==> src/rtl/rsa_pkg.sv <==
// rtl/rsa_pkg.sv - shared types and size helpers for the RSA stream core
// Purpose: FSM state encoding and byte/counter width derivation used by
//          rsa_stream_core and its modular multiplier.
// Ports:   none (package)
package rsa_pkg;

  typedef enum logic [3:0] {
    ST_IDLE,
    ST_LD_KEY,
    ST_LD_MOD,
    ST_LD_TXT,
    ST_CHECK,
    ST_REDUCE,
    ST_SQR,
    ST_MUL,
    ST_SEND,
    ST_FIN
  } state_t;

  // Bytes per operand.
  function automatic int nb_of(input int word_w);
    return word_w / 8;
  endfunction

  // Width of a counter that must hold 0..NB.
  function automatic int byte_cnt_w(input int word_w);
    return $clog2(word_w / 8 + 1);
  endfunction

endpackage

==> src/rtl/rsa_stream_core_mod_mul.sv <==
// rtl/rsa_stream_core_mod_mul.sv - bit-serial Blakley modular multiplier
// Purpose: p = a*b mod m, one bit of a per cycle, MSB first.
// Ports:   clk, reset (async active-low), start (load operands),
//          a/b/m (operands, b < m), done (one-cycle pulse), p (result,
//          valid while done is high and until the next start).
module mod_mul_serial #(
  parameter int WORD_W = 32
) (
  input  logic              clk,
  input  logic              reset,
  input  logic              start,
  input  logic [WORD_W-1:0] a,
  input  logic [WORD_W-1:0] b,
  input  logic [WORD_W-1:0] m,
  output logic              done,
  output logic [WORD_W-1:0] p
);

  localparam int CW = $clog2(WORD_W + 1);

  logic [WORD_W-1:0] a_r;
  logic [WORD_W+1:0] b_r;
  logic [WORD_W+1:0] m_r;
  logic [WORD_W+1:0] p_r;
  logic [CW-1:0]     cnt;
  logic              run;

  logic [WORD_W+1:0] p_dbl;
  logic [WORD_W+1:0] p_s1;
  logic [WORD_W+1:0] p_nxt;

  // P < m and b < m keep 2P+b below 3m, so two conditional subtracts
  // always bring the partial product back under m.
  always_comb begin
    p_dbl = {p_r[WORD_W:0], 1'b0} + (a_r[WORD_W-1] ? b_r : '0);
    p_s1  = (p_dbl >= m_r) ? (p_dbl - m_r) : p_dbl;
    p_nxt = (p_s1 >= m_r) ? (p_s1 - m_r) : p_s1;
  end

  always_ff @(posedge clk or negedge reset) begin
    if (!reset) begin
      a_r  <= '0;
      b_r  <= '0;
      m_r  <= '0;
      p_r  <= '0;
      cnt  <= '0;
      run  <= 1'b0;
      done <= 1'b0;
    end else begin
      done <= 1'b0;
      if (start) begin
        a_r <= a;
        b_r <= {2'b00, b};
        m_r <= {2'b00, m};
        p_r <= '0;
        cnt <= CW'(WORD_W);
        run <= 1'b1;
      end else if (run) begin
        p_r <= p_nxt;
        a_r <= {a_r[WORD_W-2:0], 1'b0};
        cnt <= cnt - 1'b1;
        if (cnt == CW'(1)) begin
          run  <= 1'b0;
          done <= 1'b1;
        end
      end
    end
  end

  assign p = p_r[WORD_W-1:0];

endmodule

==> src/rtl/rsa_stream_core.sv <==
// rtl/rsa_stream_core.sv - streaming RSA modular exponentiation core
// Purpose: loads key, modulus and text bytes from the RX FIFO, computes
//          text^key mod modulus by left-to-right square-and-multiply and
//          writes the result bytes to the TX FIFO, MSB first.
// Ports:   clk, reset (async active-low), start/key_reuse (block request),
//          rx_data/rx_empty/rx_rd (RX FIFO), tx_data/tx_full/tx_wr
//          (TX FIFO), busy, done, err_mod, key_valid (status).
module rsa_stream_core
  import rsa_pkg::*;
#(
  parameter int WORD_W = 32
) (
  input  logic       clk,
  input  logic       reset,
  input  logic       start,
  input  logic       key_reuse,
  input  logic [7:0] rx_data,
  input  logic       rx_empty,
  output logic       rx_rd,
  output logic [7:0] tx_data,
  input  logic       tx_full,
  output logic       tx_wr,
  output logic       busy,
  output logic       done,
  output logic       err_mod,
  output logic       key_valid
);

  localparam int NB  = nb_of(WORD_W);
  localparam int BCW = byte_cnt_w(WORD_W);
  localparam int BIW = $clog2(WORD_W);
  localparam logic [BCW-1:0]    LAST_BYTE = BCW'(NB - 1);
  localparam logic [WORD_W-1:0] ONE       = {{(WORD_W-1){1'b0}}, 1'b1};

  state_t state_q, state_d;

  logic [WORD_W-1:0] key_r, mod_r, txt_r, base_r, acc_init, send_sr;
  logic [BCW-1:0]    byte_cnt;
  logic [BIW-1:0]    bit_idx;
  logic              rd_pend;

  logic              mm_start, mm_done;
  logic [WORD_W-1:0] mm_a, mm_b, mm_p;

  mod_mul_serial #(.WORD_W(WORD_W)) u_mm (
    .clk   (clk),
    .reset (reset),
    .start (mm_start),
    .a     (mm_a),
    .b     (mm_b),
    .m     (mod_r),
    .done  (mm_done),
    .p     (mm_p)
  );

  always_ff @(posedge clk or negedge reset) begin
    if (!reset) state_q <= ST_IDLE;
    else        state_q <= state_d;
  end

  // Each multiply is launched in the cycle its predecessor completes, so
  // every REDUCE/SQR/MUL step occupies exactly WORD_W+1 cycles.
  always_comb begin
    state_d  = state_q;
    rx_rd    = 1'b0;
    tx_wr    = 1'b0;
    mm_start = 1'b0;
    mm_a     = mm_p;
    mm_b     = mm_p;
    case (state_q)
      ST_IDLE: begin
        if (start) state_d = (key_reuse && key_valid) ? ST_LD_TXT : ST_LD_KEY;
      end
      ST_LD_KEY, ST_LD_MOD, ST_LD_TXT: begin
        rx_rd = !rd_pend && !rx_empty;
        if (rd_pend && byte_cnt == LAST_BYTE) begin
          case (state_q)
            ST_LD_KEY: state_d = ST_LD_MOD;
            ST_LD_MOD: state_d = ST_LD_TXT;
            default:   state_d = ST_CHECK;
          endcase
        end
      end
      ST_CHECK: begin
        if (mod_r == '0) begin
          state_d = ST_SEND;
        end else begin
          mm_start = 1'b1;
          mm_a     = txt_r;
          mm_b     = ONE;
          state_d  = ST_REDUCE;
        end
      end
      ST_REDUCE: begin
        if (mm_done) begin
          mm_start = 1'b1;
          mm_a     = acc_init;
          mm_b     = acc_init;
          state_d  = ST_SQR;
        end
      end
      ST_SQR: begin
        if (mm_done) begin
          if (key_r[bit_idx]) begin
            mm_start = 1'b1;
            mm_b     = base_r;
            state_d  = ST_MUL;
          end else if (bit_idx == '0) begin
            state_d = ST_SEND;
          end else begin
            mm_start = 1'b1;
          end
        end
      end
      ST_MUL: begin
        if (mm_done) begin
          if (bit_idx == '0) begin
            state_d = ST_SEND;
          end else begin
            mm_start = 1'b1;
            state_d  = ST_SQR;
          end
        end
      end
      ST_SEND: begin
        tx_wr = !tx_full;
        if (!tx_full && byte_cnt == LAST_BYTE) state_d = ST_FIN;
      end
      ST_FIN: state_d = ST_IDLE;
      default: state_d = ST_IDLE;
    endcase
  end

  always_ff @(posedge clk or negedge reset) begin
    if (!reset) begin
      key_r     <= '0;
      mod_r     <= '0;
      txt_r     <= '0;
      base_r    <= '0;
      acc_init  <= '0;
      send_sr   <= '0;
      byte_cnt  <= '0;
      bit_idx   <= '0;
      rd_pend   <= 1'b0;
      err_mod   <= 1'b0;
      key_valid <= 1'b0;
    end else begin
      rd_pend <= rx_rd;
      case (state_q)
        ST_IDLE: begin
          if (start) begin
            err_mod  <= 1'b0;
            byte_cnt <= '0;
            if (!(key_reuse && key_valid)) key_valid <= 1'b0;
          end
        end
        ST_LD_KEY, ST_LD_MOD, ST_LD_TXT: begin
          if (rd_pend) begin
            byte_cnt <= (byte_cnt == LAST_BYTE) ? '0 : byte_cnt + 1'b1;
            case (state_q)
              ST_LD_KEY: key_r <= {key_r[WORD_W-9:0], rx_data};
              ST_LD_MOD: mod_r <= {mod_r[WORD_W-9:0], rx_data};
              default:   txt_r <= {txt_r[WORD_W-9:0], rx_data};
            endcase
            if (state_q == ST_LD_MOD && byte_cnt == LAST_BYTE) key_valid <= 1'b1;
          end
        end
        ST_CHECK: begin
          if (mod_r == '0) begin
            err_mod <= 1'b1;
            send_sr <= '0;
          end else begin
            // x mod 1 is 0 for every x, including x^0.
            acc_init <= (mod_r == ONE) ? '0 : ONE;
            bit_idx  <= BIW'(WORD_W - 1);
          end
        end
        ST_REDUCE: begin
          if (mm_done) base_r <= mm_p;
        end
        ST_SQR: begin
          if (mm_done && !key_r[bit_idx]) begin
            if (bit_idx == '0) send_sr <= mm_p;
            else               bit_idx <= bit_idx - 1'b1;
          end
        end
        ST_MUL: begin
          if (mm_done) begin
            if (bit_idx == '0) send_sr <= mm_p;
            else               bit_idx <= bit_idx - 1'b1;
          end
        end
        ST_SEND: begin
          if (tx_wr) begin
            send_sr  <= {send_sr[WORD_W-9:0], 8'h00};
            byte_cnt <= (byte_cnt == LAST_BYTE) ? '0 : byte_cnt + 1'b1;
          end
        end
        default: ;
      endcase
    end
  end

  assign tx_data = (state_q == ST_SEND) ? send_sr[WORD_W-1 -: 8] : 8'h00;
  assign busy    = (state_q != ST_IDLE) && (state_q != ST_FIN);
  assign done    = (state_q == ST_FIN);

endmodule

==> config.mk <==
export PLATFORM = sky130hd
export DESIGN_NAME = rsa_stream_core
export DESIGN_NICKNAME = d
export VERILOG_FILES = /design/src/rtl/rsa_pkg.sv /design/src/rtl/rsa_stream_core_mod_mul.sv /design/src/rtl/rsa_stream_core.sv
export SDC_FILE = /design/constraint.sdc
export NUM_CORES = 1
export LEC_CHECK = 0
export ABC_AREA = 1
export CAP_MARGIN = 40
export CORE_MARGIN = 2
export CORE_UTILIZATION = 31
export DETAILED_ROUTE_END_ITERATION = 7
export PLACE_DENSITY = 0.53
export SLEW_MARGIN = 20
export SYNTH_ARGS = -nofsm -noshare
export SYNTH_HDL_FRONTEND = slang
export SYNTH_SLANG_ARGS = --single-unit
==> constraint.sdc <==
create_clock -name clk -period 13.8 [get_ports clk]
set_clock_uncertainty 0.1 [all_clocks]
set_input_delay 3.45 -clock clk [delete_from_list [all_inputs] [get_ports clk]]
set_output_delay 3.45 -clock clk [all_outputs]
set_load 0.02 [all_outputs]
==> flow_metrics.env <==
export IMPL_synth_main_ff_cell="dfrtp_1"
export IMPL_yosys_warnings=0
export IMPL_synth_simple_area_share_pct=27.15
export IMPL_cpPeakStageDelay_ns=0.72
export IMPL_hold_depth=2
export IMPL_cts_htree_levels=2
export IMPL_dieArea_um2=70750
export IMPL_synth_top_family_by_area="simple AND/OR/NAND/NOR gates"
export IMPL_status="completed"
export IMPL_post_synth_top_count_cell="nand2_1"
export IMPL_cp_arrival_ns=8.58
export IMPL_cp_max_fo=36
export IMPL_rows=96
export IMPL_io_pin_count=28
export IMPL_antenna_found_initial=0
export IMPL_synth_seq_cells=313
export IMPL_fin_tns_setup_ns=0
export IMPL_grt_usage_pct=20.25
export IMPL_required_ns=14.14
export IMPL_clk_pin_slew_ns=0.06
export IMPL_final_net_count=3164
export IMPL_synth_top_cell_area_share_pct=36.81
export IMPL_grt_pass1_wl_um=111800
export IMPL_num_vias=19950
export IMPL_tightestPinTransition_ns=0.8809
export IMPL_cts_hold_buf=0
export IMPL_yosysTopAreaCell="dfrtp_1"
export IMPL_preCtsSetupSlack_ns=5.587
export IMPL_drc=0
export IMPL_clockBufferDepth=3
export IMPL_synthTopCellsByArea="dfrtp_1, nand2_1, inv_1"
export IMPL_relSlewSlack_pct=41.27
export IMPL_synth_compound_area_share_pct=16.47
export IMPL_yosys_area_share_xor_xnor_pct=3.046
export IMPL_dr_first_iter_drc_count=1759
export IMPL_clockRootBuffer="clkbuf_16"
export IMPL_cts_resized=0
export IMPL_cts_buffers=37
export IMPL_setup_viol=0
export IMPL_fp_dieW_um=266.0
export IMPL_synth_fa_ha_area_share_pct=6.104
export IMPL_endpoint_kind="register"
export IMPL_synth_edf_count=0
export IMPL_first_global_vias=18800
export IMPL_min_period_ns=8.240
export IMPL_cp_start_kind="register"
export IMPL_final_hold_viol_count=0
export IMPL_via_per_inst=5.041
export IMPL_port_buffers=27
export IMPL_slew_violations=0
export IMPL_ys_types=50
export IMPL_rsz0062_at_grt="false"
export IMPL_avgSynthCellArea_um2=6.926
export IMPL_max_cap_violations=0
export IMPL_hp_class="register to register"
export IMPL_ys_seq_area_share_pct=36.81
export IMPL_r2r_setup_slack_ns=5.56
export IMPL_drive_above_1_share_pct=4.519
export IMPL_layout_setup_ws_ns=5.560
export IMPL_core_area_um2=68230
export IMPL_cts_sinks=313
export IMPL_clk_latency_ns=0.56
export IMPL_post_cts_repair_setup_buffers=0
export IMPL_hold_ws_ns=0.3758
export IMPL_grt_start_max_net_pins=115
export IMPL_crit_top_cell="nand2_1"
export IMPL_ys_async_sr_fraction_pct=100.0
export IMPL_ys_top_cells_by_count="nand2_1, inv_1, dfrtp_1"
export IMPL_syn2layout_area_growth_pct=11.67
export IMPL_gr_total_overflow=0
export IMPL_die_h_um=266.0
export IMPL_worstSetupPathType="register to register"
export IMPL_routedWlPerCell_um=18.14
export IMPL_r2r_worst_path_cells=40
export IMPL_start_util_pct=31.19
export IMPL_hpwlAfterDp_um=54280
export IMPL_syn_cell_area_um2=21280
export IMPL_syn_nets=3188
export IMPL_routabilityCongestion=1.039
export IMPL_min_period_over_period_pct=59.71
export IMPL_synth_mux_area_share_pct=0.4234
export IMPL_fmax_ghz=0.1214
export IMPL_synthCells=3072
export IMPL_cts_tree="built"
export IMPL_first_pass_iters=6
export IMPL_ant_nets=0
export IMPL_cp_slowest_cell="dfrtp_1"
export IMPL_antennaDiodeCount=0
export IMPL_routed_wl_um=71810
flip-flops by register name, summed over array words and instances, names as in the netlist:
register   cells
u_mm.p_r      33
base_r        32
key_r         32
mod_r         32
send_sr       32
txt_r         32
u_mm.a_r      32
u_mm.b_r      32
u_mm.m_r      32
u_mm.cnt       6
bit_idx        5
state_q        4
byte_cnt       3
acc_init       1
err_mod        1
key_valid      1
rd_pend        1
u_mm.done      1
u_mm.run       1
worst paths after layout:
kind                              startpoint      endpoint
worst max register to register  u_mm.a_r[31]  u_mm.p_r[28]
worst min-delay path              base_r[21]    base_r[21]
min in group asynchronous              reset   byte_cnt[1]
worst max-delay path            u_mm.a_r[31]  u_mm.p_r[28]
max in group asynchronous              reset     base_r[3]
worst min register to register    base_r[21]    base_r[21]
layout by cell type (no fill, tap or decap), drive strengths merged, types with 9 or more instances in the layout:
cell / Yosys / final
a21o: 14 / 14
a21oi: 195 / 195
a22o: 31 / 31
buf: 38 / 29
clkbuf: 80 / 54
clkdlybuf4s50: 0 / 26
dfrtp: 313 / 313
ha: 99 / 99
inv: 427 / 431
nand2: 932 / 932
nand3: 175 / 175
nand4: 48 / 48
nor2: 191 / 191
nor3: 25 / 25
nor4: 12 / 12
o211ai: 9 / 9
o21ai: 299 / 299
o21bai: 20 / 20
o22ai: 35 / 35
xnor2: 38 / 38
xor2: 36 / 36
stage by stage:
step	utilization (%)	instance area, µm²	std cells
floorplan	-	21280	3072
global placement	32.67	22290	3882
detailed placement	32.87	22430	3888
CTS	34.75	23710	3955
global route	34.83	23760	3958
finish	34.83	23760	3958
metal layers:
metal | global-route usage (%) | vias up | wire length [µm]
met4 | 5.572 | 0 | 1800
met3 | 2.338 | 103 | 3545
met5 | 0 | - | 0
met2 | 33.03 | 546 | 33270
li1 | - | 9904 | -
met1 | 28.31 | 9398 | 33200
worst max-delay path: cells and delay by family (launching register included):
kind | cells | cell delay (ns)
adders and majority gates | 5 | 1.37
DFF | 1 | 0.72
and+or+nand+nor | 24 | 3.21
AOI/OAI and AO/OA | 5 | 1.58
buffers and inverters | 6 | 1.03
final cells by class:
class	instances	area, µm²
Multi-Input combinational cell	2214	11330
Clock buffer	54	1101
Sequential cell	313	7833
Tap cell	882	1104
Timing Repair Buffer	55	606.8
Inverter	427	1603
Clock inverter	13	182.7
Fill cell	7431	44470
cells by family after synthesis:
family / after synthesis
fa+ha+maj: 102
buf+inv: 545
compound gates: 628
mux: 8
simple gates: 1402
xor+xnor: 74
flops: 313
Power is left out: the tool's default activity adds up to more than one toggle a clock period on the data nets, which glitch-free logic cannot reach.
